File: src/rtl/gcd_pkg.sv
// Shared types and defaults for the GCD engine: FSM states, algorithm select
// and the datapath operation codes the FSM issues each cycle.
package gcd_pkg;

  localparam int WL_DEF = 8;
  localparam int CW_DEF = 16;

  typedef enum logic [1:0] {
    IDLE = 2'd0,
    CALC = 2'd1,
    DONE = 2'd2
  } state_t;

  typedef enum logic {
    EUCLID = 1'b0,
    STEIN  = 1'b1
  } mode_t;

  typedef enum logic [2:0] {
    OP_HOLD     = 3'd0,
    OP_LOAD     = 3'd1,
    OP_SWAP     = 3'd2,
    OP_SUB_AB   = 3'd3,
    OP_SUB_BA   = 3'd4,
    OP_SHIFT_AB = 3'd5,
    OP_SHIFT_A  = 3'd6,
    OP_SHIFT_B  = 3'd7
  } dp_op_t;

endpackage

File: src/rtl/gcd_datapath.sv
// A/B/k registers with compare, subtract and shift units; performs one
// operation per cycle as selected by the controller and reports status flags.
module gcd_datapath
  import gcd_pkg::*;
#(
  parameter int WL = WL_DEF
) (
  input  logic          clk,
  input  logic          rst,
  input  dp_op_t        op,
  input  logic [WL-1:0] a_in,
  input  logic [WL-1:0] b_in,
  output logic          a_zero,
  output logic          b_zero,
  output logic          a_lt_b,
  output logic          a_even,
  output logic          b_even,
  output logic [WL-1:0] a_val,
  output logic [WL-1:0] stein_res
);

  // k counts common factors of two; it never exceeds WL-1 for nonzero operands.
  localparam int KW = $clog2(WL) + 1;

  logic [WL-1:0] a;
  logic [WL-1:0] b;
  logic [KW-1:0] k;

  always_ff @(posedge clk) begin
    if (rst) begin
      a <= '0;
      b <= '0;
      k <= '0;
    end else begin
      case (op)
        OP_LOAD: begin
          a <= a_in;
          b <= b_in;
          k <= '0;
        end
        OP_SWAP: begin
          a <= b;
          b <= a;
        end
        OP_SUB_AB: a <= a - b;
        OP_SUB_BA: b <= b - a;
        OP_SHIFT_AB: begin
          a <= a >> 1;
          b <= b >> 1;
          k <= k + 1'b1;
        end
        OP_SHIFT_A: a <= a >> 1;
        OP_SHIFT_B: b <= b >> 1;
        default: ;
      endcase
    end
  end

  assign a_zero    = (a == '0);
  assign b_zero    = (b == '0);
  assign a_lt_b    = (a < b);
  assign a_even    = ~a[0];
  assign b_even    = ~b[0];
  assign a_val     = a;
  // The true gcd fits in WL bits, so truncating the shift loses nothing.
  assign stein_res = (a | b) << k;

endmodule

File: src/rtl/gcd_engine.sv
// GCD engine: Euclid (subtractive) or Stein (binary) algorithm, one step per
// cycle, with operand/result handshakes and a saturating CALC-cycle counter.
module gcd_engine
  import gcd_pkg::*;
#(
  parameter int WL = WL_DEF,
  parameter int CW = CW_DEF
) (
  input  logic          clk,
  input  logic          rst,
  input  logic          ops_val,
  output logic          ops_rdy,
  input  logic [WL-1:0] ops_a,
  input  logic [WL-1:0] ops_b,
  input  logic          ops_mode,
  output logic          res_val,
  input  logic          res_rdy,
  output logic [WL-1:0] res_data,
  output logic [CW-1:0] res_cyc,
  output state_t        dbg_state
);

  // Handshakes: a transfer happens on a rising edge where val and rdy are both
  // 1; val never depends on rdy, and rdy/val are only ever asserted in
  // IDLE/DONE respectively, so inputs outside those states are ignored.

  state_t        state;
  state_t        state_nxt;
  mode_t         mode;
  dp_op_t        dp_op;
  logic [CW-1:0] cnt;
  logic [WL-1:0] res_q;
  logic          calc_done;
  logic          a_zero;
  logic          b_zero;
  logic          a_lt_b;
  logic          a_even;
  logic          b_even;
  logic [WL-1:0] a_val;
  logic [WL-1:0] stein_res;

  gcd_datapath #(.WL(WL)) u_dp (
    .clk       (clk),
    .rst       (rst),
    .op        (dp_op),
    .a_in      (ops_a),
    .b_in      (ops_b),
    .a_zero    (a_zero),
    .b_zero    (b_zero),
    .a_lt_b    (a_lt_b),
    .a_even    (a_even),
    .b_even    (b_even),
    .a_val     (a_val),
    .stein_res (stein_res)
  );

  assign calc_done = (mode == EUCLID) ? b_zero : (a_zero | b_zero);

  always_ff @(posedge clk) begin
    if (rst) state <= IDLE;
    else     state <= state_nxt;
  end

  always_comb begin
    state_nxt = state;
    case (state)
      IDLE:    if (ops_val) state_nxt = CALC;
      CALC:    if (calc_done) state_nxt = DONE;
      DONE:    if (res_rdy) state_nxt = IDLE;
      default: state_nxt = IDLE;
    endcase
  end

  always_comb begin
    ops_rdy = (state == IDLE);
    res_val = (state == DONE);
    dp_op   = OP_HOLD;
    case (state)
      IDLE: if (ops_val) dp_op = OP_LOAD;
      CALC: begin
        if (calc_done)                dp_op = OP_HOLD;
        else if (mode == EUCLID)      dp_op = a_lt_b ? OP_SWAP : OP_SUB_AB;
        else if (a_even && b_even)    dp_op = OP_SHIFT_AB;
        else if (a_even)              dp_op = OP_SHIFT_A;
        else if (b_even)              dp_op = OP_SHIFT_B;
        else if (!a_lt_b)             dp_op = OP_SUB_AB;
        else                          dp_op = OP_SUB_BA;
      end
      default: dp_op = OP_HOLD;
    endcase
  end

  always_ff @(posedge clk) begin
    if (rst) begin
      mode  <= EUCLID;
      cnt   <= '0;
      res_q <= '0;
    end else begin
      if (state == IDLE && ops_val) begin
        mode <= mode_t'(ops_mode);
        cnt  <= '0;
      end else if (state == CALC && cnt != {CW{1'b1}}) begin
        cnt <= cnt + 1'b1;
      end
      if (state == CALC && calc_done)
        res_q <= (mode == STEIN) ? stein_res : a_val;
    end
  end

  assign res_data  = res_q;
  assign res_cyc   = cnt;
  assign dbg_state = state;

endmodule

File: config.mk
export PLATFORM = sky130hd
export DESIGN_NAME = gcd_engine
export DESIGN_NICKNAME = d
export VERILOG_FILES = /design/src/rtl/gcd_pkg.sv /design/src/rtl/gcd_datapath.sv /design/src/rtl/gcd_engine.sv
export SDC_FILE = /design/constraint.sdc
export NUM_CORES = 1
export LEC_CHECK = 0
export CAP_MARGIN = 20
export CORE_MARGIN = 1
export CORE_UTILIZATION = 50
export DETAILED_ROUTE_END_ITERATION = 10
export GPL_TIMING_DRIVEN = 0
export PLACE_DENSITY = 0.83
export SYNTH_ARGS = -nofsm -noshare
export SYNTH_HDL_FRONTEND = slang
export SYNTH_SLANG_ARGS = --single-unit
export TNS_END_PERCENT = 20
File: constraint.sdc
create_clock -name clk -period 2.8 [get_ports clk]
set_input_delay 0.56 -clock clk [delete_from_list [all_inputs] [get_ports clk]]
set_output_delay 0.56 -clock clk [all_outputs]
set_load 0.05 [all_outputs]
==> flow_summary.ini, run 1 <==
[yosys]
synth_area_leader_cell = dfxtp_1
ys_types = 60
synth_most_common_cell = nor2_1
ys_seq_area_frac = 0.2650
syn_area_um2 = 3551
synth_edf_count = 0
synth.avg_cell_area_um2 = 8.297
yosys_most_used_dff = dfxtp_1
synth_top_area_frac = 0.2650
async_flop_share = 0
synth_common_cells = nor2_1, dfxtp_1, ha_1, inv_1, nand2_1
syn_inst = 428
synth_area_leaders = dfxtp_1, ha_1, nor2_1, o211ai_1, xnor2_1
ys_ff_latch = 47
synth.net_count = 476
yosys_warnings = 0

[finish]
diodes = 0
multi_input_area_um2 = 2516
layout.nets = 551
nFillCells = 547
syn_to_final_growth_pct = 30.58
final_cells = 600
final-seq-area_um2 = 972.2
fin_area_um2 = 4637
drive_above_1_share = 0.1925

[placed_design]
place_congestion = 0.9423
dpl_cell_area_um2 = 4156
hpwl_um = 7776
numPortBuffers = 48
dp_cells = 572

[worst_setup_path]
cp.arrival_ns = 3.14
crit_type = flip-flop to flip-flop
ff2ff_path_depth = 11
rr_endpoint = u_dp.b[0]$_SDFFE_PP0P_
path_max_fanout = 8
critPathLaunchType = flip-flop
r2r_start = u_dp.b[7]$_SDFFE_PP0P_
rrSetupSlack_ns = -0.17
critPathCaptureType = flip-flop
cp.required_ns = 2.97
worstSetupStartpoint = u_dp.b[7]$_SDFFE_PP0P_

[global_route]
first_global_vias = 3578
grt_max_degree = 16
grtUsageTotal = 0.3067
grt-ovfl-total = 0
grt_pass1_wl_um = 17810
antenna_found_initial = 0

[clock_network]
numCtsBuffers = 5
clock_latency_ns = 0.31
htree_num_levels = 2
cts.clk_slew.worst_paths_ns = 0.10
hold_buffers = 0
cts_sinks = 47
cts_tree = built
root_buffer = clkbuf_8
cts.path.max_buffers = 2

[sta]
tns_ns = -1.765
slew_headroom = 0.5988
fin_skew_ns = 0.005202
setup-violations-final = 20
fin_crit_sh = 1.062
tightest_slew_ns = 0.6019
setup_ws_ns = -0.1749
finalHoldViolations = 0
drv_slew = 0
fin_crit_ns = 2.975
fmax_mhz = 336.1
rsz0062_at_grt = true

[floorplan]
dieArea_um2 = 7443
initial_core_util = 0.5198
core_area_um2 = 6832
num_rows = 30
die_x_um = 86.27
io_pins = 49
fp.dieH_um = 86.27

[power]
total_power_mw = 4.753
clkPwrFrac = 0.096
p_int_mw = 2.415
p_seq_frac = 0.207
p_comb_frac = 0.696
switching_share = 0.4918
max-vdd-ir-drop_v = 0.0005461
p_leak_nw = 1.628
p_sw_mw = 2.338
powerDensity_nw_per_um2 = 1025

[drt]
first_pass_iters = 6
drtAntennaViolNets = 0
drt_iter0_drc = 628
route.detailed.wl_per_inst_um = 19.49
drc = 0
route.vias.total = 3805
viasPerCell = 6.342
drt_wl_total_um = 11690

[worst_hold_path]
hold_end = res_data[5]$_SDFFE_PP0P_
hold_class = flip-flop to flip-flop
hold_path_depth = 2
min_from = res_data[5]$_SDFFE_PP0P_

[status]
violations = negative setup slack
status = finished, violations left

[job]
max-cap-violations = 0
metrics by stage:
stage / setup slack [ns] / hold WS, ns / util
final: -0.1749 / 0.5039 / 0.6788
after global routing: -0.2519 / 0.5366 / 0.6788
after CTS: -0.1036 / 0.5085 / 0.6612
after detailed placement: -0.4752 / 0.4952 / 0.6084
after global placement: -0.3897 / 0.4900 / 0.6084
after floorplan: 0.06868 / 0.4837 / -
layout make-up:
| cell class | instances | area share |
|---|---|---|
| Buffer | 25 | 0.03292 |
| Clock buffer | 6 | 0.01781 |
| Multi-Input combinational cell | 328 | 0.5426 |
| Clock inverter | 2 | 0.003508 |
| Inverter | 26 | 0.02159 |
| Tap cell | 96 | 0.02590 |
| Sequential cell | 47 | 0.2097 |
| Timing Repair Buffer | 70 | 0.1460 |
worst max-delay path, stage by stage (launching register included):
cell	delay (ns)
dfxtp_2	0.42
inv_1	0.09
ha_1	0.35
inv_1	0.11
a21o_1	0.21
a211oi_4	0.37
a41oi_4	0.27
buf_6	0.19
a211o_4	0.36
buf_6	0.15
o211ai_1	0.22
a221oi_2	0.10
cell usage in the layout (no fill, tap or decap), types with 5 or more instances in the layout:
cell type	count
a211oi_1	8
a21oi_1	14
a22oi_1	10
a31oi_1	17
a32oi_1	8
a41o_1	12
buf_4	21
buf_6	5
clkbuf_1	11
clkbuf_8	6
clkdlybuf4s50_1	48
dfxtp_1	34
dfxtp_2	7
dfxtp_4	6
ha_1	22
inv_1	21
mux2i_1	7
nand2_1	23
nand3_1	15
nand4_1	6
nor2_1	50
nor3_1	7
o211ai_1	17
o21ai_0	12
or3_1	5
xnor2_1	13
xor2_1	10
worst max-delay path by stage:
stage / to / depth (start not counted)
floorplan: u_dp.a_val[5]$_SDFFE_PP0P_ / 13
global placement: u_dp.k[2]$_SDFFE_PP0P_ / 10
detailed placement: u_dp.k[2]$_SDFFE_PP0P_ / 10
CTS: u_dp.k[0]$_SDFFE_PP0P_ / 14
global route: u_dp.b[0]$_SDFFE_PP0P_ / 13
finish: u_dp.b[0]$_SDFFE_PP0P_ / 11
layer usage:
metal / share of wire / track usage
met1: 0.40 / 0.3950
met2: 0.45 / 0.4834
met3: 0.10 / 0.07810
met4: 0.053 / 0.1394
met5: 0 / 0
flip-flops by register name (all words and copies together) (netlist names):
signal	cells
u_dp.b	8
mode	1
u_dp.k	4
res_cyc	16
res_data	8
dbg_state	2
u_dp.a_val	8
timing repair:
item	CTS	global route
buffers inserted	15	6
gates resized for setup	43	25
gates cloned	1	0
endpoints found under the setup margin	20	20
pin swaps	15	21
power by group through the flow:
| stage | logic (mW) | clock network (mW) | registers, mW |
|---|---|---|---|
| CTS | 2.99 | 0.456 | 0.966 |
| detailed placement | 2.73 | 0 | 0.974 |
| finish | 3.31 | 0.458 | 0.985 |
| global route | 3.49 | 0.490 | 0.993 |
| floorplan | 1.96 | 0 | 1.05 |
| global placement | 2.66 | 0 | 0.970 |
cell families after synthesis:
kind of cell,after synthesis,synth area share
compound gates,128,0.2784
xor+xnor,24,0.05920
fa+ha+maj,27,0.09937
buf+inv,53,0.06554
flops,47,0.2650
mux,12,0.04510
simple gates,137,0.1875
No activity file was read; power rests on OpenSTA's default activity.
==> run 2, diff against run 1 <==
--- a/config.mk
+++ b/config.mk
@@ -8,7 +8,9 @@
 export CAP_MARGIN = 20
 export CORE_MARGIN = 1
 export CORE_UTILIZATION = 50
+export CTS_CLUSTER_DIAMETER = 120
 export DETAILED_ROUTE_END_ITERATION = 10
+export GPL_ROUTABILITY_DRIVEN = 0
 export GPL_TIMING_DRIVEN = 0
 export PLACE_DENSITY = 0.83
 export SYNTH_ARGS = -nofsm -noshare
==> run 2 against run 1 <==
Compared with the run above:
- the flow still finishes with violations (negative setup slack)
- register-to-register slack got worse by 0.05 ns
- clock-buffer cell count unchanged
- setup slack got worse by 0.045 ns
- final cell count decreased by 0.17%
- sequential share of layout area decreased by 0.20 points
- clock power increased by 19%
- combinational power increased by 1%
- largest power group unchanged
==> flow_summary.ini, run 2 (synthesis results as in run 1) <==
[sta]
fin_crit_sh = 1.079
finalHoldViolations = 0
tns_ns = -2.565
drv_slew = 0
rsz0062_at_grt = true
setup_ws_ns = -0.2202
fin_skew_ns = 0.009056
slew_headroom = 0.5117
tightest_slew_ns = 0.7257
fin_crit_ns = 3.020
setup-violations-final = 18
fmax_mhz = 331.1

[floorplan]
io_pins = 49
fp.dieH_um = 86.27
initial_core_util = 0.5198
num_rows = 30
core_area_um2 = 6832
dieArea_um2 = 7443
die_x_um = 86.27

[placed_design]
dpl_cell_area_um2 = 4156
hpwl_um = 7813
numPortBuffers = 48

[clock_network]
clock_latency_ns = 0.31
cts_tree = built
root_buffer = clkbuf_8
cts.path.max_buffers = 2
htree_num_levels = 2
numCtsBuffers = 5
cts_sinks = 47
hold_buffers = 0
cts.clk_slew.worst_paths_ns = 0.10

[finish]
nFillCells = 508
most-common-layout-cells = nor2_1, clkdlybuf4s50_1, dfxtp_1
drive_above_1_share = 0.1869
largest_reg_flops = 16
postLayoutCoreUtil = 0.6819
diodes = 0
syn_to_final_growth_pct = 31.18
fin_area_um2 = 4658
layout.nets = 550

[drt]
first_pass_iters = 8
drt_wl_total_um = 11980
wl_met1_um = 4497
route.top_layer_used = met4
drtAntennaViolNets = 0
route.vias.total = 3964
drt_iter0_drc = 557
met3_length_um = 1331
wl_met2_um = 5472
viasPerCell = 6.618
drc = 0
route.detailed.wl_per_inst_um = 19.99

[worst_hold_path]
hold_class = flip-flop to flip-flop

[power]
powerDensity_nw_per_um2 = 1049
p_sw_mw = 2.372
max-vdd-ir-drop_v = 0.0004764
total_power_mw = 4.887
p_comb_frac = 0.686
p_int_mw = 2.516
switching_share = 0.4853
p_seq_frac = 0.202
p_leak_nw = 1.643
clkPwrFrac = 0.112

[worst_setup_path]
path_max_fanout = 8
critPathLaunchType = flip-flop
crit_type = flip-flop to flip-flop
cp.arrival_ns = 3.18
critPathCaptureType = flip-flop
cp.required_ns = 2.96

[global_route]
antenna_found_initial = 0
grt_max_degree = 16
grt_pass1_wl_um = 18110
first_global_vias = 3597
grtUsageTotal = 0.3130
grt-ovfl-total = 0

[status]
violations = negative setup slack
status = finished, violations left

[job]
max-cap-violations = 0
==> run 2: stage by stage <==
step                std cells  worst slack, ns  hold WS (ns)
finish                    599          -0.2202        0.5024
detailed placement        572          -0.5094        0.4951
CTS                       595         -0.03571        0.5089
floorplan                 428          0.06868        0.4837
global route              599          -0.2950        0.5346
global placement          572          -0.3890        0.4896
==> run 2: area by class of cell <==
class | instances | area (um2) | area share
Multi-Input combinational cell | 329 | 2519 | 0.5407
Timing Repair Buffer | 68 | 665.6 | 0.1429
Sequential cell | 47 | 967.2 | 0.2076
Tap cell | 96 | 120.1 | 0.02579
Buffer | 25 | 165.2 | 0.03546
Inverter | 26 | 100.1 | 0.02149
Clock inverter | 2 | 38.79 | 0.008327
Clock buffer | 6 | 82.58 | 0.01773
==> run 2: per-layer routing <==
layer | vias to the layer above | track usage
met4 | 0 | 0.1773
met5 | - | 0
li1 | 1730 | -
met2 | 315 | 0.5029
met1 | 1835 | 0.3936
met3 | 84 | 0.06095
==> run 2: timing repair <==
item,CTS,global route
setup buffers,14,5
hold endpoints to repair,0,0
gates resized for setup,42,24
setup endpoints to repair,20,21
gates cloned,2,0
pin swaps,18,15
==> run 2: final timing paths <==
path | start | endpoint | slack (ns) | cells after the start
worst max-delay path | u_dp.b[7]$_SDFFE_PP0P_ | u_dp.b[0]$_SDFFE_PP0P_ | -0.22 | 10
worst min-delay path | res_data[5]$_SDFFE_PP0P_ | res_data[5]$_SDFFE_PP0P_ | 0.50 | 2
worst max register to register | u_dp.b[7]$_SDFFE_PP0P_ | u_dp.b[0]$_SDFFE_PP0P_ | -0.22 | 10
worst min register to register | res_data[5]$_SDFFE_PP0P_ | res_data[5]$_SDFFE_PP0P_ | 0.50 | 2
==> run 2: worst max-delay path, cell delays in order (launching register included) <==
cell and delay [ns]:
dfxtp_2 0.42, inv_1 0.08, ha_1 0.36, inv_1 0.12, a21o_1 0.21, a211oi_4 0.39
a41oi_4 0.27, buf_6 0.20, and4_4 0.20, a222oi_1 0.46, a221oi_2 0.14
==> run 2: power groups by stage <==
stage / Sequential [mW] / Clock, mW / Combinational (mW)
3_5_place_dp: 0.974 / 0 / 2.72
4_1_cts: 0.962 / 0.545 / 3.05
6_report: 0.988 / 0.545 / 3.35
5_1_grt: 0.996 / 0.570 / 3.53
3_3_place_gp: 0.968 / 0 / 2.65
2_1_floorplan: 1.05 / 0 / 1.96
==> run 3, diff against run 2 <==
--- a/config.mk
+++ b/config.mk
@@ -5,7 +5,7 @@
 export SDC_FILE = /design/constraint.sdc
 export NUM_CORES = 1
 export LEC_CHECK = 0
-export CAP_MARGIN = 20
+export CAP_MARGIN = 10
 export CORE_MARGIN = 1
 export CORE_UTILIZATION = 50
 export CTS_CLUSTER_DIAMETER = 120
==> results of run 3 <==
Final layout, timing and power as in run 2 (identical DEF).
